[config.mk]
export PLATFORM = sky130hd
export DESIGN_NAME = fp_addsub_stream
export DESIGN_NICKNAME = d
export VERILOG_FILES = /design/src/rtl/fp_pkg.sv /design/src/rtl/fp_res_fifo.sv /design/src/rtl/fp_addsub_stream.sv
export SDC_FILE = /design/constraint.sdc
export NUM_CORES = 1
export LEC_CHECK = 0
export CAP_MARGIN = 15
export CORE_MARGIN = 2
export CORE_UTILIZATION = 46
export DETAILED_ROUTE_END_ITERATION = 10
export GPL_TIMING_DRIVEN = 0
export PLACE_DENSITY = 0.76
export RECOVER_POWER = 25
export SETUP_SLACK_MARGIN = 0.3
export SLEW_MARGIN = 30
export SYNTH_ARGS = -nofsm -noshare
export SYNTH_HDL_FRONTEND = slang
export SYNTH_SLANG_ARGS = --single-unit
[constraint.sdc]
create_clock -name clk -period 2.1 [get_ports clk]
set_clock_uncertainty 0.2 [all_clocks]
set_input_delay 0.42 -clock clk [delete_from_list [all_inputs] [get_ports clk]]
set_output_delay 0.42 -clock clk [all_outputs]
set_load 0.02 [all_outputs]
[src/rtl/fp_pkg.sv]
// fp_pkg
// Shared constants and small helpers for the half-precision add/sub stream.
//   - Default format parameters (exponent, fraction, bias)
//   - Bit positions inside the core status byte
//   - Rounding mode encodings understood by the core
//   - Helper functions for sticky-flag update and a saturating counter
package fp_pkg;

    localparam int unsigned P_EXP_DEF  = 5;
    localparam int unsigned P_FRAC_DEF = 10;
    localparam int unsigned P_BIAS_DEF = 15;

    // Status byte layout; bits 7:6 are reserved and carried unchanged.
    localparam int unsigned ST_ZERO    = 0;
    localparam int unsigned ST_INF     = 1;
    localparam int unsigned ST_INVALID = 2;
    localparam int unsigned ST_TINY    = 3;
    localparam int unsigned ST_HUGE    = 4;
    localparam int unsigned ST_INEXACT = 5;

    localparam logic [2:0] RND_NEAREST_EVEN = 3'd0;
    localparam logic [2:0] RND_ZERO         = 3'd1;

    // A clear replaces the flags with this cycle's capture so a simultaneous
    // result is never lost.
    function automatic logic [7:0] sticky_next(
        input logic       clr,
        input logic [7:0] cur,
        input logic [7:0] cap_st
    );
        return clr ? cap_st : (cur | cap_st);
    endfunction

    function automatic logic [15:0] sat_inc16(input logic [15:0] v);
        return (v == 16'hFFFF) ? v : (v + 16'h0001);
    endfunction

endpackage

[src/rtl/fp_res_fifo.sv]
// fp_res_fifo
// Show-ahead result FIFO. The entry at the read pointer is always presented
// on rd_data; a pop advances to the next entry on the following edge.
// Pointers carry one extra wrap bit so full and empty are distinguished
// without a separate occupancy counter.
// Ports:
//   clk, rst_n         clock, asynchronous active-low reset
//   push, push_data    write request (ignored while full)
//   pop                read advance (ignored while empty)
//   rd_data            entry at the read pointer
//   full, empty        occupancy status
module fp_res_fifo
    import fp_pkg::*;
#(
    parameter int unsigned P_WIDTH = 24,
    parameter int unsigned P_DEPTH = 4
) (
    input  logic               clk,
    input  logic               rst_n,
    input  logic               push,
    input  logic [P_WIDTH-1:0] push_data,
    input  logic               pop,
    output logic [P_WIDTH-1:0] rd_data,
    output logic               full,
    output logic               empty
);

    localparam int unsigned AW = $clog2(P_DEPTH);

    logic [AW:0]        wr_ptr_r;
    logic [AW:0]        rd_ptr_r;
    logic [P_WIDTH-1:0] mem_r [P_DEPTH];
    logic               push_ok_s;
    logic               pop_ok_s;

    // Occupancy decode and show-ahead read port.
    always_comb begin
        full      = (wr_ptr_r[AW] != rd_ptr_r[AW]) &&
                    (wr_ptr_r[AW-1:0] == rd_ptr_r[AW-1:0]);
        empty     = (wr_ptr_r == rd_ptr_r);
        push_ok_s = push && !full;
        pop_ok_s  = pop && !empty;
        rd_data   = mem_r[rd_ptr_r[AW-1:0]];
    end

    // Read and write pointers, each with a wrap bit.
    always_ff @(posedge clk or negedge rst_n) begin
        if (!rst_n) begin
            wr_ptr_r <= '0;
            rd_ptr_r <= '0;
        end else begin
            if (push_ok_s) begin
                wr_ptr_r <= wr_ptr_r + {{AW{1'b0}}, 1'b1};
            end
            if (pop_ok_s) begin
                rd_ptr_r <= rd_ptr_r + {{AW{1'b0}}, 1'b1};
            end
        end
    end

    // Storage; cleared on reset so an empty FIFO presents all-zero data.
    always_ff @(posedge clk or negedge rst_n) begin
        if (!rst_n) begin
            for (int i = 0; i < int'(P_DEPTH); i++) begin
                mem_r[i] <= '0;
            end
        end else if (push_ok_s) begin
            mem_r[wr_ptr_r[AW-1:0]] <= push_data;
        end
    end

endmodule

[src/rtl/fp_addsub_stream.sv]
// fp_addsub_stream
// Streaming wrapper around an external combinational floating-point
// add/sub core. Operand tokens are taken over valid/ready into an issue
// register that drives the core; the core result and status are captured
// into a show-ahead FIFO and offered downstream over valid/ready.
// Ports:
//   clk, rst_n                          clock, asynchronous active-low reset
//   in_vld/in_rdy, in_a, in_b,
//   in_op, in_rnd                       operand token input
//   add_a, add_b, add_op, add_rnd       registered drive to the core
//   add_z, add_status                   core result (combinational from add_*)
//   out_vld/out_rdy, out_z, out_status  result output
//   sticky, sticky_clr                  accumulated status flags and clear
//   res_cnt                             saturating count of popped results
module fp_addsub_stream
    import fp_pkg::*;
#(
    parameter int unsigned P_EXP   = P_EXP_DEF,
    parameter int unsigned P_FRAC  = P_FRAC_DEF,
    parameter int unsigned P_BIAS  = P_BIAS_DEF,
    parameter int unsigned P_WORD  = 1 + P_EXP + P_FRAC,
    parameter int unsigned P_DEPTH = 4
) (
    input  logic              clk,
    input  logic              rst_n,
    input  logic              in_vld,
    output logic              in_rdy,
    input  logic [P_WORD-1:0] in_a,
    input  logic [P_WORD-1:0] in_b,
    input  logic              in_op,
    input  logic [2:0]        in_rnd,
    output logic [P_WORD-1:0] add_a,
    output logic [P_WORD-1:0] add_b,
    output logic              add_op,
    output logic [2:0]        add_rnd,
    input  logic [P_WORD-1:0] add_z,
    input  logic [7:0]        add_status,
    output logic              out_vld,
    input  logic              out_rdy,
    output logic [P_WORD-1:0] out_z,
    output logic [7:0]        out_status,
    output logic [7:0]        sticky,
    input  logic              sticky_clr,
    output logic [15:0]       res_cnt
);

    // The bias is interpreted only by the core; words pass through here
    // untouched, so a non-standard bias needs no special handling.
    if (P_BIAS != ((32'd1 << (P_EXP - 1)) - 32'd1)) begin : g_nonstd_bias
    end

    logic              iss_vld_r;
    logic              fifo_full_s;
    logic              fifo_empty_s;
    logic              accept_s;
    logic              cap_s;
    logic              pop_s;
    logic [7:0]        cap_status_s;
    logic [P_WORD+7:0] fifo_rd_s;

    // Handshake decode. Input readiness looks only at the issue register and
    // FIFO fullness, never at out_rdy, so there is no ready path through.
    always_comb begin
        in_rdy       = !iss_vld_r || !fifo_full_s;
        accept_s     = in_vld && in_rdy;
        cap_s        = iss_vld_r && !fifo_full_s;
        pop_s        = !fifo_empty_s && out_rdy;
        cap_status_s = cap_s ? add_status : 8'h00;
        out_vld      = !fifo_empty_s;
        out_z        = fifo_rd_s[P_WORD+7:8];
        out_status   = fifo_rd_s[7:0];
    end

    // Issue register: holds the token in front of the core until captured.
    // Operands stay put while blocked so the core output stays stable.
    always_ff @(posedge clk or negedge rst_n) begin
        if (!rst_n) begin
            iss_vld_r <= 1'b0;
            add_a     <= '0;
            add_b     <= '0;
            add_op    <= 1'b0;
            add_rnd   <= 3'd0;
        end else if (accept_s) begin
            iss_vld_r <= 1'b1;
            add_a     <= in_a;
            add_b     <= in_b;
            add_op    <= in_op;
            add_rnd   <= in_rnd;
        end else if (cap_s) begin
            iss_vld_r <= 1'b0;
        end
    end

    // Sticky exception flags.
    always_ff @(posedge clk or negedge rst_n) begin
        if (!rst_n) begin
            sticky <= 8'h00;
        end else begin
            sticky <= sticky_next(sticky_clr, sticky, cap_status_s);
        end
    end

    // Count of results handed downstream, saturating at all-ones.
    always_ff @(posedge clk or negedge rst_n) begin
        if (!rst_n) begin
            res_cnt <= 16'h0000;
        end else if (pop_s) begin
            res_cnt <= sat_inc16(res_cnt);
        end
    end

    fp_res_fifo #(
        .P_WIDTH (P_WORD + 8),
        .P_DEPTH (P_DEPTH)
    ) u_fifo (
        .clk       (clk),
        .rst_n     (rst_n),
        .push      (cap_s),
        .push_data ({add_z, add_status}),
        .pop       (pop_s),
        .rd_data   (fifo_rd_s),
        .full      (fifo_full_s),
        .empty     (fifo_empty_s)
    );

endmodule

==> impl_metrics.json <==
{
  "setup_slack_ps": -352,
  "drc_errors": 0,
  "antenna_found_initial": 0,
  "finalCriticalPeriod_ps": 2450,
  "finalMaxSlewViolations": 0,
  "initial_core_util": 0.471,
  "area_growth_pct": 51.2,
  "seqCellArea_sq_um": 4090,
  "ant_nets": 0,
  "antenna_cells": 0,
  "cts-root-buf": "clkbuf_16",
  "hold_path_class": "reg2reg",
  "num_vias": 4650,
  "syn_inst": 448,
  "final_util": 0.713,
  "grt_max_degree": 89,
  "irDropWorstVdd_v": 0.000940,
  "drive_above_1_share": 0.504,
  "row_count": 45,
  "path_class": "reg2reg",
  "setup_viol": 186,
  "final_cells": 890,
  "tightest_slew_ps": 1080,
  "cts_made_buffers": 17,
  "ys.warnings.count": 0,
  "ys_seq_area_frac": 0.567,
  "dpl.cell_count": 810,
  "place.gp.congestion": 0.748,
  "cts_buffer_depth": 2,
  "fill_cells": 995,
  "core-area_sq_um": 15300,
  "via_per_inst": 5.22,
  "max_freq_ghz": 0.408,
  "finalCritPeriodShare": 1.17,
  "grtUsageTotal": 0.219,
  "post_drt_wl_per_cell_um": 19.8,
  "fp.dieW_um": 129,
  "grt_pass1_wl_mm": 27.5,
  "syn_avg_cell_area_sq_um": 16.1,
  "path_cells": "buf_12 > buf_8 > buf_6 > xnor2_4 > buf_6 > a31oi_4 > buf_12 > nand2_8 > buf_12 > buf_8 > mux2_4",
  "die_y_um": 129,
  "end_kind": "register",
  "cp_slowest_stage_delay_ps": 400,
  "critPathMaxFanout": 6,
  "grt_pass1_vias": 5082,
  "maxCapViolCount": 0,
  "cts-htree-levels": 4,
  "dp_hpwl_mm": 10.6,
  "relSlewSlack": 0.282,
  "cp.arrival_ps": 2550,
  "overflow": 0,
  "dr.pass1.iters": 4,
  "cts_sinks": 163,
  "startpoint_type": "register",
  "synthesis.nets": 519,
  "die_area_sq_um": 16600,
  "numPortBuffers": 150,
  "ys_seq_elements": 163,
  "multi_input_area_sq_um": 3210,
  "path_clk_slew_ps": 60,
  "crit_required_ps": 2200,
  "syn_area_sq_um": 7190,
  "clock_latency_ps": 420,
  "drtIter0Drc": 215,
  "rsz0062_at_grt": "yes",
  "hold_slack_ps": 284,
  "powerDensity_nw_per_um2": 1720,
  "cp_common_cell": "buf_12",
  "power_w": 0.0187,
  "p_leak_nw": 4.89,
  "nets": 738,
  "violations": "setup timing",
  "cp_slowest_cell": "dfrtp_1",
  "finalHoldViolations": 0,
  "ys_types": 35,
  "status": "finished, violations left",
  "ios": 151,
  "cts_tree": "done",
  "place_ws_ps": -618,
  "drt_wl_total_mm": 17.6
}
[synth_stat cells (all sizes together)]
cell	count	area [sq um]
and2	1	8.76
mux2	134	1620
o21ai	9	45.0
inv	13	48.8
nor4bb	1	10.0
nor3	6	30.0
xor2	16	148
or2b	1	7.51
ha	6	75.1
o211ai	1	7.51
buf	19	199
nor4b	2	30.0
nor3b	2	15.0
a31oi	1	21.3
clkbuf	3	11.3
nor2	2	7.51
nand2	17	78.8
dfrtp	163	4080
and4	1	8.76
and3	6	37.5
nand3	5	25.0
mux4	24	541
nand4	4	31.3
nor4	3	18.8
a31o	1	8.76
xnor2	7	76.3
[cell families (layout without fill, tap and decap cells)]
logic type                 count (synthesis)  in the layout  synth area share
DFF                                      163            163             0.567
muxes                                    158            158             0.301
and+or+nand+nor                           51             51            0.0430
buffers and inverters                     35            266            0.0360
xor gates and xnor gates                  23             23            0.0311
AOI/OAI and AO/OA                         12             12            0.0115
adders and majority gates                  6              6            0.0104
[flip-flops by register name, summed over array words and instances (netlist names)]
signal,flops
u_fifo.mem_r,96
add_a,16
add_b,16
res_cnt,16
sticky,8
add_rnd,3
u_fifo.rd_ptr_r,3
u_fifo.wr_ptr_r,3
add_op,1
iss_vld_r,1
[timing repair]
action,in CTS,in global routing
gates resized for setup,300,57
gates cloned,11,3
setup endpoints to repair,244,205
buffers inserted,26,8
hold buffers,1,0
pin swaps,17,20
endpoints found under the hold margin,75,0
[worst max-delay path, delay by kind of cell, from the launching register on]
kind                      cells  cell delay [ps]
DFF                           1              400
buffers and inverters         7             1000
muxes                         1              300
and+or+nand+nor               1               80
xor gates and xnor gates      1              140
AOI/OAI and AO/OA             1              190
[placed cells by master, fill, tap and decap left out, types with 4 or more instances in the layout]
master | synthesis | layout
clkdlybuf4s50_1 | 0 | 63
buf_6 | 9 | 33
and3_1 | 6 | 6
mux4_2 | 24 | 24
nor3_4 | 0 | 6
buf_2 | 6 | 6
dfrtp_1 | 163 | 151
buf_16 | 0 | 11
xor2_1 | 15 | 15
clkbuf_16 | 0 | 21
clkdlybuf4s15_2 | 0 | 4
ha_1 | 6 | 5
dfrtp_2 | 0 | 12
o21ai_1 | 0 | 8
mux2_4 | 30 | 51
nand2_8 | 0 | 4
bufinv_16 | 0 | 4
xnor2_1 | 5 | 4
buf_4 | 1 | 13
clkdlybuf4s15_1 | 0 | 5
nand3_1 | 5 | 5
dlygate4sd2_1 | 0 | 40
inv_1 | 13 | 13
buf_8 | 0 | 4
clkbuf_2 | 0 | 10
mux2_2 | 104 | 83
nand2_1 | 13 | 13
clkinv_2 | 0 | 4
buf_12 | 3 | 26
[final cells by class]
type,instances,area share
flip-flops and latches,163,0.376
multi-input cells,250,0.295
well taps,211,0.0243
inverters,13,0.00449
clock inverters,10,0.0143
repair buffers,200,0.206
plain buffers,22,0.0366
clock buffers,21,0.0433
[routing by layer]
metal,GRT usage,share of wire,vias to the layer above
met2,0.369,0.51,151
met3,0.0516,0.050,24
met4,0.0742,0.017,0
met5,0,0,-
met1,0.282,0.43,2415
li1,-,-,2060
[final timing paths]
check / slack [ps] / from / endpoint / cells past startpoint
max in group asynchronous: 190 / rst_n / add_b[10] / 3
hold / removal: 280 / res_cnt[6] / res_cnt[6] / 1
min in group asynchronous: 530 / rst_n / u_fifo.mem_r[83] / 2
setup reg to reg: -350 / u_fifo.rd_ptr_r[0] / u_fifo.mem_r[58] / 11
hold reg to reg: 280 / res_cnt[6] / res_cnt[6] / 1
setup / recovery: -350 / u_fifo.rd_ptr_r[0] / u_fifo.mem_r[58] / 11
[where the power goes]
| group | switching (W) | internal (W) |
|---|---|---|
| Sequential | 0.000859 | 0.00459 |
| Combinational | 0.00424 | 0.00574 |
| Clock | 0.00122 | 0.00207 |
| Total | 0.00631 | 0.0124 |
[metrics by stage]
| stage | area, sq um | setup TNS [ps] |
|---|---|---|
| after floorplan | 7370 | 0 |
| after global placement | 9140 | -967890 |
| after detailed placement | 9170 | -12270 |
| after CTS | 10700 | -52340 |
| after global routing | 10900 | -59950 |
| final | 10900 | -46340 |
(Power assumes the default switching activity.)
